<file path="config.mk">
export PLATFORM = sky130hd
export DESIGN_NAME = dma_bus_arbiter
export DESIGN_NICKNAME = d
export VERILOG_FILES = /design/src/rtl/dma_bus_arbiter_pkg.sv /design/src/rtl/dma_bus_arbiter_timer.sv /design/src/rtl/dma_bus_arbiter.sv
export SDC_FILE = /design/constraint.sdc
export NUM_CORES = 1
export LEC_CHECK = 0
export ABC_AREA = 1
export BUFFER_PORTS_ARGS = -buffer_cell sky130_fd_sc_hd__buf_2
export CORE_AREA = 3 3 48 59
export DETAILED_ROUTE_END_ITERATION = 8
export DIE_AREA = 0 0 51 62
export GPL_ROUTABILITY_DRIVEN = 0
export PLACE_DENSITY = 0.77
export SLEW_MARGIN = 20
export SYNTH_ARGS = -nofsm -noshare
export SYNTH_HDL_FRONTEND = slang
export SYNTH_SLANG_ARGS = --single-unit
</file>
<file path="constraint.sdc">
create_clock -name CLK -period 1.96 [get_ports CLK]
set_clock_uncertainty 0.1 [all_clocks]
set_input_delay 0.196 -clock CLK [delete_from_list [all_inputs] [get_ports CLK]]
set_output_delay 0.196 -clock CLK [all_outputs]
set_load 0.03 [all_outputs]
</file>
<file path="src/rtl/dma_bus_arbiter_pkg.sv">
// dma_bus_arbiter_pkg: shared state encoding and default limits for the DMA bus arbiter
`ifndef WORD_SIZE
`define WORD_SIZE 32
`endif
package dma_bus_arbiter_pkg;
  localparam int WORD_SIZE = `WORD_SIZE;
  localparam int CMD_TIMEOUT_DEF = 8;
  localparam int MAX_GRANT_DEF = 32;
  typedef enum logic [2:0] {
    IDLE     = 3'd0,
    CMD      = 3'd1,
    WAIT_CPU = 3'd2,
    GRANT    = 3'd3,
    RELEASE  = 3'd4
  } state_t;
endpackage

</file>
<file path="src/rtl/dma_bus_arbiter_timer.sv">
// arb_timer: clearable up-counter that saturates at TERM and flags reaching it
module arb_timer #(
  parameter int W = 4,
  parameter int TERM = 7
) (
  input  logic CLK,
  input  logic reset,
  input  logic clr,
  input  logic en,
  output logic hit
);
  logic [W-1:0] q;
  assign hit = q == W'(TERM);
  always_ff @(posedge CLK) begin
    if (reset || clr) q <= '0;
    else if (en && !hit) q <= q + W'(1);
  end
endmodule

</file>
<file path="src/rtl/dma_bus_arbiter.sv">
// dma_bus_arbiter: sequences DMA commands and arbitrates the data-memory bus between CPU and DMA
module dma_bus_arbiter
  import dma_bus_arbiter_pkg::*;
#(
  parameter int CMD_TIMEOUT = CMD_TIMEOUT_DEF,
  parameter int MAX_GRANT = MAX_GRANT_DEF,
  parameter int CNT_W = 8
) (
  input  logic             CLK,
  input  logic             reset,
  input  logic             dma_begin,
  input  logic             cpu_mem_busy,
  input  logic             BR,
  output logic             cmd,
  output logic             BG,
  output logic             cpu_bus_ok,
  output logic             dma_done_irq,
  output logic             err_timeout,
  output logic             err_overrun,
  output logic             err_grant,
  output logic [CNT_W-1:0] xfer_count
);
  localparam int CT_W = $clog2(CMD_TIMEOUT + 1);
  localparam int GT_W = $clog2(MAX_GRANT + 2);
  state_t state, state_n;
  logic pending, pending_n, overrun, ct_hit, gt_hit;
  arb_timer #(.W(CT_W), .TERM(CMD_TIMEOUT - 1)) u_cmd_timer (
    .CLK(CLK), .reset(reset), .clr(state != CMD), .en(state == CMD && !BR), .hit(ct_hit)
  );
  // grant watchdog trips once the count goes past MAX_GRANT
  arb_timer #(.W(GT_W), .TERM(MAX_GRANT + 1)) u_grant_timer (
    .CLK(CLK), .reset(reset), .clr(state != GRANT), .en(state == GRANT), .hit(gt_hit)
  );
  assign cmd = state inside {CMD, WAIT_CPU, GRANT};
  assign cpu_bus_ok = (state inside {IDLE, CMD, WAIT_CPU}) && !BG;
  assign overrun = dma_begin && state != IDLE && pending;
  assign pending_n = (state == IDLE || (state == RELEASE && pending)) ? 1'b0 : pending | dma_begin;
  always_comb begin
    state_n = state;
    case (state)
      IDLE:     state_n = (dma_begin || pending) ? CMD : IDLE;
      CMD:      state_n = BR ? WAIT_CPU : ct_hit ? IDLE : CMD;
      WAIT_CPU: state_n = !BR ? IDLE : cpu_mem_busy ? WAIT_CPU : GRANT;
      GRANT:    state_n = BR ? GRANT : RELEASE;
      RELEASE:  state_n = pending ? CMD : IDLE;
      default:  state_n = IDLE;
    endcase
  end
  always_ff @(posedge CLK) begin
    if (reset) begin
      state <= IDLE;
      BG <= 1'b0;
      dma_done_irq <= 1'b0;
      pending <= 1'b0;
      err_timeout <= 1'b0;
      err_overrun <= 1'b0;
      err_grant <= 1'b0;
      xfer_count <= '0;
    end else begin
      state <= state_n;
      BG <= state_n == GRANT;
      dma_done_irq <= state_n == RELEASE;
      pending <= pending_n;
      err_timeout <= err_timeout | (state == CMD && !BR && ct_hit);
      err_overrun <= err_overrun | overrun;
      err_grant <= err_grant | (state == GRANT && gt_hit);
      xfer_count <= xfer_count + CNT_W'(state_n == RELEASE);
    end
  end
endmodule

</file>
==> results.md, run 1 <==
- Routed Antenna Nets: 0
- Max-slew violations: 0
- Post-Route Setup TNS: 0 ns
- Mean post-synth cell area: 7.62 sq um
- Cell Area, Synth: between 1000 and 1500 sq um
- Commonest non-fill, non-tap cells in the layout: nand2_1 (31), nor2_1 (26), dfxtp_1 (25)
- Largest family of logic cells by synthesized area: simple AND/OR/NAND/NOR gates
- Clk slew on worst S/H paths: between 0.1 and 0.15 ns
- Post-CTS Setup Bufs: 0
- Warnings, synthesis: 0
- Hold crit path type: input pin to flip-flop
- Register area share after synthesis: 44.1%
- Synth Register Bits: 27
- Final setup fails: 0
- Worst Tran Pin Value: 0.282 ns
- CP Capture Type: flip-flop
- Unrepaired setup endpoints after global routing: no
- Via Count: about 1100
- WS Path Type: flip-flop to flip-flop
- Cell accounting for the most synthesized area: dfxtp_1
- Sink Count: 27
- Routed WL: approximately 2300 um
- First-pass DRT Iterations: 4
- Initial antenna violation count: 0
- First-pass GRT wire length: 4050 um
- Hold violation count in the final report: 0
- Crit-path max FO: 4
- PD cells: ~620 nW/um^2
- Synthesized Nets: 171
- Worst EP arrival: ~1.9 ns
- Post-route minimum period: between 1.5 and 2 ns
- Vias in the first global route: 1000
- DIE AREA: 3160 sq um
- Synthesized-area fraction occupied by adder cells: about 5.1%
- Final net count: a little under 200
- Crit path launch type: flip-flop
- Area contributors post-synth: dfxtp_1 (44%), nand2_1 (9.5%), nor2_1 (8.0%), a21oi_1 (5.7%), ha_1 (5.1%)
- Die height: slightly above 60 um
- Grt total ovfl: 0
- Peak supply drop: between 0.0005 and 0.0006 V
- Rel. slew slack: roughly four fifths
- Vias per cell: approximately 5
- Fillers: roughly 230
- Worst skew pair latency: 0.32 ns
- Area Overhead vs Synth: 13.7%
- Ratio of cells with drive above 1 in the final layout: 20.1%
- Post-Synth XOR/XNOR Area: 5.00%
- Placed cell count: 210
- P_leak: about 0.6 nW
- Status: finished clean
- Die span in x: a little over 50 um
- Row cnt: 19
- All-Layer GR Usage: between 15 and 20%
- Synth Area in Compound Gates: a little under a tenth
- WL/cell: about 11 um
- Ports: 20
- Commonest non-fill, non-tap cell in the layout: nand2_1
- CTS tree: done
- Initial DRC Count: 20
- Clk buf depth: 2
- H-tree Lvls: 1
- Floorplan core area: 2310 sq um
- Final Instance Count excl. Fillers: ~220
- Fmax: approximately 570 MHz
- Count of unique library cells instantiated by Yosys: 22
- Antenna Cells: 0
- Period Utilization, post-route: roughly nine tenths
- Mux share of post-synthesis cell area: 0%
- Clock root buffer: clkbuf_4
- Largest net degree at the start of global routing: 15
- Inserted Clock Buffers: 3
- Synth Area in Simple Gates: a little under a third
- DRC: 0
- DP Wirelength: around 1800 um
- I/O Buffers: 19
- Post-synth top area share: ~44%
- Initial Util: 53.2%
- Max-cap viol count: 0
- Worst EP required: 2.09 ns
- Synth Instances: ~160
-- final timing paths --
| check | startpoint | to | slack (ns) | depth (start not counted) |
|---|---|---|---|---|
| setup / recovery | state[0]$_SDFF_PP0_ | xfer_count[6]$_SDFF_PP0_ | 0.22 | 11 |
| hold / removal | dma_begin | pending$_SDFF_PP0_ | 0.02 | 3 |
| setup reg to reg | state[0]$_SDFF_PP0_ | xfer_count[6]$_SDFF_PP0_ | 0.22 | 11 |
| hold reg to reg | err_grant$_SDFF_PP0_ | err_grant$_SDFF_PP0_ | 0.38 | 2 |
-- synth_stat cells --
master,n
nor2_4,4
nand2_2,1
o21ai_1,5
nand2_1,31
nand4_2,1
xnor2_1,2
nor4_1,1
nor2_2,1
inv_1,16
xor2_1,5
dfxtp_1,27
nor3_2,1
buf_2,1
nand3_2,1
a31oi_1,1
nor2_1,26
ha_1,5
nor3_1,1
nand3_1,11
o21ai_0,2
a21oi_1,14
inv_2,4
-- repair_timing --
| action | CTS | global route |
|---|---|---|
| endpoints found under the hold margin | 1 | 0 |
| hold buffers | 1 | 0 |
| endpoints found under the setup margin | 0 | 3 |
| resized for setup | 0 | 2 |
-- stage by stage --
| stage | setup WS (ns) | hold slack, ns | util (%) | total power (W) | cell area, sq um |
|---|---|---|---|---|---|
| 2_1_floorplan | 0.293 | 0.168 | - | 0.000623 | 1230 |
| 3_3_place_gp | 0.240 | 0.348 | 58.8 | 0.000640 | 1360 |
| 3_5_place_dp | 0.164 | 0.343 | 58.8 | 0.000643 | 1360 |
| 4_1_cts | 0.141 | 0.0243 | 60.3 | 0.000872 | 1390 |
| 5_1_grt | 0.00473 | 0.0557 | 60.4 | 0.000902 | 1390 |
| 6_report | 0.216 | 0.0206 | 60.4 | 0.000867 | 1390 |
-- layout make-up --
| type | instances | area [sq um] | share of cell area (%) |
|---|---|---|---|
| Timing Repair Buffer | 20 | 105 | 7.54 |
| Inverter | 20 | 75.1 | 5.39 |
| Clock buffer | 4 | 26.3 | 1.89 |
| Multi-Input combinational cell | 113 | 606 | 43.4 |
| Tap cell | 31 | 38.8 | 2.78 |
| Sequential cell | 27 | 543 | 39.0 |
-- worst max-delay path, cell delays in order, from the launching register on --
cell and delay (ns):
dfxtp_2 0.39, nand2_2 0.08, nor2_4 0.09, inv_2 0.07
nor2_1 0.11, ha_1 0.18, ha_1 0.18, nand3_1 0.11
nor2_1 0.10, nand2_1 0.07, xor2_1 0.13, nor2_1 0.05
-- flip-flops by register name, summed over array words and instances (netlist names) --
signal,count
xfer_count,8
err_overrun,1
err_grant,1
u_grant_timer.q,6
state,3
pending,1
u_cmd_timer.q,4
dma_done_irq,1
err_timeout,1
BG,1
-- per-layer routing --
metal | vias up | share of wire [%] | track usage (%)
met2 | 19 | 51 | 30.0
met1 | 493 | 45 | 20.3
met4 | 0 | 1.3 | 7.69
met3 | 4 | 2.8 | 1.43
met5 | - | 0 | 0
li1 | 559 | - | -
-- logic make-up (layout without fill, tap and decap cells) --
logic type,Yosys count,after routing
AOI/OAI and AO/OA,22,22
xor gates and xnor gates,7,7
adders and majority gates,5,5
buffers and inverters,21,44
DFF,27,27
and+or+nand+nor,79,79
-- power by group --
group / internal [W] / leakage, nW / total (W) / switching, W
combinational: 0.0000222 / 0.377 / 0.0000706 / 0.0000483
sequential: 0.000556 / 0.219 / 0.000563 / 0.00000690
clock: 0.0000795 / 0.0150 / 0.000233 / 0.000153
Power figures use the tool's default switching activity.
==> inputs of run 2 (changes only) <==
--- a/config.mk
+++ b/config.mk
@@ -7,12 +7,13 @@
 export LEC_CHECK = 0
 export ABC_AREA = 1
 export BUFFER_PORTS_ARGS = -buffer_cell sky130_fd_sc_hd__buf_2
-export CORE_AREA = 3 3 48 59
+export CORE_AREA = 3 3 49 59
 export DETAILED_ROUTE_END_ITERATION = 8
-export DIE_AREA = 0 0 51 62
+export DIE_AREA = 0 0 52 62
 export GPL_ROUTABILITY_DRIVEN = 0
 export PLACE_DENSITY = 0.77
 export SLEW_MARGIN = 20
 export SYNTH_ARGS = -nofsm -noshare
 export SYNTH_HDL_FRONTEND = slang
+export SYNTH_HIERARCHICAL = 1
 export SYNTH_SLANG_ARGS = --single-unit
==> run 2 against run 1 <==
Compared with the run above:
- clock-buffer cell count is the same
- synthesized cell count increased by 9.9%
- flip-flop and latch count is the same
- wire length is 1.1% lower
- cell count grew 7.4%
- setup slack better by 0.023 ns
- register-to-register slack better by 0.02 ns
- largest cell class unchanged
==> results.md, run 2 <==
- Crit path launch type: flip-flop
- Area Overhead vs Synth: 13.0%
- Grt total ovfl: 0 (unchanged)
- Clk buf depth: 2 (unchanged)
- Unrepaired setup endpoints after global routing: no
- I/O Buffers: 19 (unchanged)
- Antenna Cells: 0 (unchanged)
- Hold violation count in the final report: 0 (unchanged)
- Initial antenna violation count: 0 (unchanged)
- WHS Path Cells: 2 (-1)
- Post-CTS Setup Bufs: 0 (unchanged)
- Post-synth top area share: 42.9% (-1.1 points)
- Period Utilization, post-route: 87.8% (-1.1 points)
- Sink Count: 27 (unchanged)
- Mean post-synth cell area: 7.11 sq um (-6.6%)
- Initial DRC Count: 17 (-15%)
- Worst skew pair latency: 0.31 ns (about the same)
- Count of unique library cells instantiated by Yosys: 19 (-14%)
- Routed Antenna Nets: 0 (unchanged)
- PD cells: 607 nW/um^2 (-2.4%)
- Status: finished clean
- Vias per cell: 4.99 (-0.26%)
- R2R Path End: xfer_count[6]$_SDFF_PP0_
- Via Count: 1152 (+7.2%)
- Fin Hold WS: 0.0219 ns (+0.00137 ns)
- Most flops, register: xfer_count
- Largest registers: xfer_count: 8 flops, u_grant_timer/q: 6 flops, u_cmd_timer/q: 4 flops
- Post-CTS Hold Buffers: 0 (-1)
- Hold Crit Endpoint: dma_done_irq$_SDFF_PP0_
- Commonest non-fill, non-tap cells in the layout: inv_1 (30), nor2_1 (30), dfxtp_1 (27)
- Final core occ: 60.4% (about the same)
- Clock root buffer: clkbuf_4
- Hold crit path type: input pin to flip-flop
- Final setup fails: 0 (unchanged)
- Die span in x: 52 um (+2.0%)
- Max-cap viol count: 0 (unchanged)
- Row cnt: 19 (unchanged)
- Routed WL: 2260 um (-1.1%)
- Fmax: 581 MHz (+1.3%)
- Max-slew violations: 0 (unchanged)
- Synth Instances: 177 (+9.9%)
- Cell Area, Synth: 1260 sq um (+2.7%)
- Post-synth EDFFs: 0 (unchanged)
- Clk slew on worst S/H paths: 0.14 ns (about the same)
- Register area share after synthesis: 42.9% (-1.1 points)
- DRC: 0 (unchanged)
- Main flop type after synthesis: dfxtp_1
- Die height: 62 um (unchanged)
- WL/cell: 9.80 um (-7.9%)
- FF-to-FF setup slack: 0.24 ns (+0.02 ns)
- CP Capture Type: flip-flop
- Vias in the first global route: 959 (-4.1%)
- Warnings, synthesis: 6 (+6)
- Worst Tran Pin Value: 0.303 ns (+0.0201 ns)
- Inserted Clock Buffers: 3 (unchanged)
- Initial Util: 53.5% (+0.31 points)
- FFs w/ async S/R, synth: 0% (unchanged)
- WS Path Type: flip-flop to flip-flop
- Worst min-delay path startpoint: BR
- Post-route minimum period: 1.72 ns (-0.0225 ns)
- Fillers: 223 (-4.3%)
- Max reg flops: 8 (unchanged)
- Synth top cells by count: inv_1 (30), nor2_1 (30), dfxtp_1 (27), nand2_1 (25), nand3_1 (16)
- DIE AREA: 3220 sq um (+2.0%)
- Crit-path max FO: 4 (unchanged)
- Post-CTS resize count: 0 (unchanged)
- RR Startpoint: state[0]$_SDFF_PP0_
- CTS tree: done
- Worst EP arrival: 1.88 ns (about the same)
- First-pass GRT wire length: 3820 um (-5.6%)
- All-Layer GR Usage: 15.5% (-1.1 points)
- Total chip power: 0.000863 W (-0.39%)
- Cell accounting for the most synthesized area: dfxtp_1
- Synth Register Bits: 27 (unchanged)
- Floorplan core area: 2350 sq um (+2.1%)
- Final net count: 211 (+8.2%)
- First-pass DRT Iterations: 4 (unchanged)
- Worst EP required: 2.12 ns (+0.03 ns)
- Largest net degree at the start of global routing: 15 (unchanged)
- H-tree Lvls: 1 (unchanged)
- Peak supply drop: 0.000446 V (-25%)
- Final Instance Count excl. Fillers: 231 (+7.4%)
- P_leak: 0.626 nW (+2.6%)
- DP Wirelength: 1810 um (+1.9%)
- Post-Route Setup TNS: 0 ns (unchanged)
- Synthesized Nets: 187 (+9.4%)
- Area contributors post-synth: dfxtp_1 (43%), inv_1 (8.9%), nor2_1 (8.9%), nand2_1 (7.5%), nand3_1 (6.4%)
- Placed cell count: 227 (+8.1%)
- Ratio of cells with drive above 1 in the final layout: 17.5% (-2.6 points)
- Rel. slew slack: 79.8% (-1.3 points)
- FF-to-FF path depth: 10 (-1)
- Ports: 20 (unchanged)
[run 2: per-stage QoR]
step                      setup WS (ns)  instance area [sq um]
after floorplan                   0.166                   1260
after global placement            0.312                   1400
after detailed placement          0.243                   1400
after CTS                         0.207                   1420
after global routing             0.0534                   1420
final                             0.239                   1420
[run 2: how the worst max path moves through the flow]
stage | from | to | cells after the start
6_report | state[0]$_SDFF_PP0_ | xfer_count[6]$_SDFF_PP0_ | 10
5_1_grt | state[0]$_SDFF_PP0_ | xfer_count[6]$_SDFF_PP0_ | 10
4_1_cts | state[0]$_SDFF_PP0_ | xfer_count[6]$_SDFF_PP0_ | 10
3_5_place_dp | state[0]$_SDFF_PP0_ | xfer_count[6]$_SDFF_PP0_ | 10
3_3_place_gp | state[0]$_SDFF_PP0_ | xfer_count[6]$_SDFF_PP0_ | 10
2_1_floorplan | state[0]$_SDFF_PP0_ | xfer_count[6]$_SDFF_PP0_ | 10
[run 2: cells by family (layout without fill, tap and decap cells)]
| family | count (synthesis) | in the layout | synth area share [%] |
|---|---|---|---|
| simple gates | 90 | 90 | 32.7 |
| buf+inv | 33 | 56 | 9.84 |
| xor+xnor | 1 | 1 | 0.696 |
| compound gates | 21 | 21 | 8.85 |
| fa+ha+maj | 5 | 5 | 4.97 |
| flops | 27 | 27 | 42.9 |
[run 2: final cells by class]
| type | instances | area (sq um) | share of cell area [%] |
|---|---|---|---|
| sequential | 27 | 541 | 38.0 |
| tap | 31 | 38.8 | 2.73 |
| multi-input combinational | 117 | 594 | 41.8 |
| timing repair buffer | 20 | 103 | 7.21 |
| clock buffer | 4 | 26.3 | 1.85 |
| inverter | 32 | 120 | 8.44 |
[run 2: where the power goes]
part           internal [W]  switching [W]
registers          0.000555     0.00000647
logic             0.0000220      0.0000474
clock network     0.0000794       0.000153
total              0.000656       0.000207
[run 2: worst max-delay path, stage by stage (launching register included)]
cell and delay, ns:
dfxtp_1 0.44, nand2_2 0.09, nor2_2 0.11, inv_2 0.06, nor2_1 0.09, ha_1 0.17, ha_1 0.18, nand3_1 0.12
nor2_1 0.13, o21ai_0 0.09, a21oi_1 0.11
[run 2: routing by layer]
layer / vias to the layer above / share of wire, % / routed length (um) / track usage, %
met4: 0 / 0.88 / 20 / 5.62
met2: 15 / 50 / 1130 / 27.6
met1: 521 / 45 / 1030 / 18.4
li1: 614 / - / - / -
met5: - / 0 / 0 / 0
met3: 2 / 3.8 / 87 / 3.34
==> inputs of run 3 (changes only) <==
--- a/config.mk
+++ b/config.mk
@@ -7,11 +7,11 @@
 export LEC_CHECK = 0
 export ABC_AREA = 1
 export BUFFER_PORTS_ARGS = -buffer_cell sky130_fd_sc_hd__buf_2
-export CORE_AREA = 3 3 49 59
+export CORE_AREA = 3 3 50 61
 export DETAILED_ROUTE_END_ITERATION = 8
-export DIE_AREA = 0 0 52 62
+export DIE_AREA = 0 0 53 64
 export GPL_ROUTABILITY_DRIVEN = 0
-export PLACE_DENSITY = 0.77
+export PLACE_DENSITY = 0.73
 export SLEW_MARGIN = 20
 export SYNTH_ARGS = -nofsm -noshare
 export SYNTH_HDL_FRONTEND = slang
==> constraint.sdc (replaced) <==
create_clock -name CLK -period 1.8 [get_ports CLK]
set_clock_uncertainty 0.1 [all_clocks]
set_input_delay 0.18 -clock CLK [delete_from_list [all_inputs] [get_ports CLK]]
set_output_delay 0.18 -clock CLK [all_outputs]
set_load 0.03 [all_outputs]
==> run 3 against run 2 <==
Compared with the run above:
- die area rose by 5.2%
- maximum frequency is 4.3% higher
- critical path depth did not move
- cell count increased by 3.0%
- highest routed layer unchanged
==> results.md, run 3 (synthesis results as in run 2) <==
- FF-to-FF path depth: 10 (unchanged)
- Inserted Clock Buffers: 3 (unchanged)
- Clk slew on worst S/H paths: 0.14 ns (about the same)
- Post-route cell area: 1490 sq um (+4.4%)
- DP Wirelength: 1800 um (-0.50%)
- Crit path cell chain: nand2_2 -> nor2_4 -> inv_2 -> nor2_2 -> ha_2 -> ha_2 -> nand3_1 -> nor2_1 -> o21ai_0 -> a21oi_1
- Hold violation count in the final report: 0 (unchanged)
- Die height: 64 um (+3.2%)
- Routed Antenna Nets: 0 (unchanged)
- Slowest CP cell: dfxtp_4
- Commonest non-fill, non-tap cell in the layout: inv_1
- WS Path Type: flip-flop to flip-flop
- FF-to-FF setup slack: 0.15 ns (-0.09 ns)
- Sink Count: 27 (unchanged)
- Commonest non-fill, non-tap cells in the layout: inv_1 (30), nor2_1 (29), dfxtp_1 (25), nand2_1 (25), buf_2 (19)
- Final setup fails: 0 (unchanged)
- Worst EP required: 1.96 ns (-0.16 ns)
- Crit-path max FO: 4 (unchanged)
- Routed WL: 2480 um (+9.7%)
- Initial Util: 49.8% (-3.7 points)
- I/O Buffers: 19 (unchanged)
- Floorplan core area: 2530 sq um (+7.4%)
- Initial DRC Count: 23 (+6)
- Crit path launch type: flip-flop
- Largest net degree at the start of global routing: 15 (unchanged)
- Slowest stage delay, CP: 0.37 ns (-0.07 ns)
- Worst skew pair latency: 0.32 ns (about the same)
- Max-slew violations: 0 (unchanged)
- Placed Area: 1410 sq um (+0.72%)
- R2R Path End: xfer_count[6]$_SDFF_PP0_
- Crit-path leading delay family: simple AND/OR/NAND/NOR gates
- Hold crit path type: input pin to flip-flop
- Vias per cell: 4.94 (-0.92%)
- CTS tree: done
- DRC: 0 (unchanged)
- Area Overhead vs Synth: 18.0%
- Die span in x: 53 um (+1.9%)
- P_leak: 0.647 nW (+3.3%)
- Largest registers: xfer_count: 8 flops, u_grant_timer/q: 6 flops, u_cmd_timer/q: 4 flops
- Most flops, register: xfer_count
- WHS Path Cells: 3 (+1)
- Worst Tran Pin Value: 0.291 ns (-0.0111 ns)
- Worst min-delay path startpoint: dma_begin
- Peak supply drop: 0.000371 V (-17%)
- Ratio of cells with drive above 1 in the final layout: 21.5% (+4.0 points)
- Unrepaired setup endpoints after global routing: no
- Hold Crit Endpoint: pending$_SDFF_PP0_
- Antenna Cells: 0 (unchanged)
- RR Startpoint: state[1]$_SDFF_PP0_
- H-tree Lvls: 1 (unchanged)
- CP Capture Type: flip-flop
- PD cells: 643 nW/um^2 (+5.9%)
- Grt total ovfl: 0 (unchanged)
- Initial antenna violation count: 0 (unchanged)
- Rel. slew slack: 80.4% (+0.63 points)
- DIE AREA: 3390 sq um (+5.2%)
- Vias in the first global route: 1095 (+14%)
- Post-Route Setup TNS: 0 ns (unchanged)
- All-Layer GR Usage: 15.8% (+0.27 points)
- Final net count: 216 (+2.4%)
- Post-route minimum period: 1.65 ns (-0.0710 ns)
- Worst EP arrival: 1.81 ns (-0.07 ns)
- Status: finished clean
- Ports: 20 (unchanged)
- Post-Place Setup Slack: 0.0814 ns (-0.162 ns)
- Clk buf depth: 2 (unchanged)
- Max reg flops: 8 (unchanged)
- Row cnt: 20 (+1)
- Fmax: 606 MHz (+4.3%)
- Critical Path Most Common Cell: ha_2
- Clock root buffer: clkbuf_4
- Period Utilization, post-route: 91.7% (+3.9 points)
- Worst path buffer plus inverter count: 1 (unchanged)
- Via Count: 1176 (+2.1%)
- WL/cell: 10.4 um (+6.5%)
- Max-cap viol count: 0 (unchanged)
- Final setup margin: 0.150 ns (-0.0890 ns)
- First-pass DRT Iterations: 4 (unchanged)
- First-pass GRT wire length: 4240 um (+11%)
==> run 3: worst register-to-register path, cell delays in order, from the launching register on <==
cell	delay (ns)
dfxtp_4	0.37
nand2_2	0.07
nor2_4	0.10
inv_2	0.06
nor2_2	0.08
ha_2	0.18
ha_2	0.18
nand3_1	0.11
nor2_1	0.14
o21ai_0	0.09
a21oi_1	0.12
==> run 3: power by group <==
group	internal (W)	leakage, nW	switching, W
Combinational	0.0000326	0.412	0.0000564
Clock	0.0000866	0.0150	0.000170
Sequential	0.000604	0.219	0.00000475
==> run 3: layout make-up <==
cell class / count / area (sq um)
Clock buffer: 4 / 26.3
Fill cell: 251 / 1040
Multi-Input combinational cell: 117 / 607
Sequential cell: 27 / 548
Inverter: 32 / 120
Tap cell: 33 / 41.3
Timing Repair Buffer: 25 / 143
==> run 3: how the worst max path moves through the flow <==
stage / from / to / slack, ns / cells after the start
floorplan: state[0]$_SDFF_PP0_ / xfer_count[6]$_SDFF_PP0_ / 0.006 / 10
global placement: state[0]$_SDFF_PP0_ / xfer_count[6]$_SDFF_PP0_ / 0.16 / 10
detailed placement: state[0]$_SDFF_PP0_ / xfer_count[6]$_SDFF_PP0_ / 0.08 / 10
CTS: state[0]$_SDFF_PP0_ / xfer_count[6]$_SDFF_PP0_ / 0.03 / 10
global route: state[0]$_SDFF_PP0_ / xfer_count[6]$_SDFF_PP0_ / 0.02 / 10
finish: state[1]$_SDFF_PP0_ / xfer_count[6]$_SDFF_PP0_ / 0.15 / 10
==> run 3: what timing repair did <==
action                     in CTS  in global routing
buffers inserted                0                  3
hold endpoints to repair        2                  0
setup endpoints to repair       0                  4
hold buffers                    1                  0
gates resized for setup         0                  8
==> run 3: stage by stage <==
stage,hold WS (ns),power [W],utilization (%),cells
global placement,0.340,0.000697,55.6,230
CTS,0.00911,0.000955,57.1,235
detailed placement,0.347,0.000700,55.6,230
finish,0.0133,0.000955,58.8,238
global route,0.00696,0.00100,58.8,238
floorplan,0.158,0.000678,-,177
==> run 3: per-layer routing <==
metal	track usage (%)	vias to the layer above	wire length, um
met1	19.7	532	1060
met5	0	-	0
met4	4.79	0	15
li1	-	626	-
met2	27.2	16	1300
met3	2.56	2	98
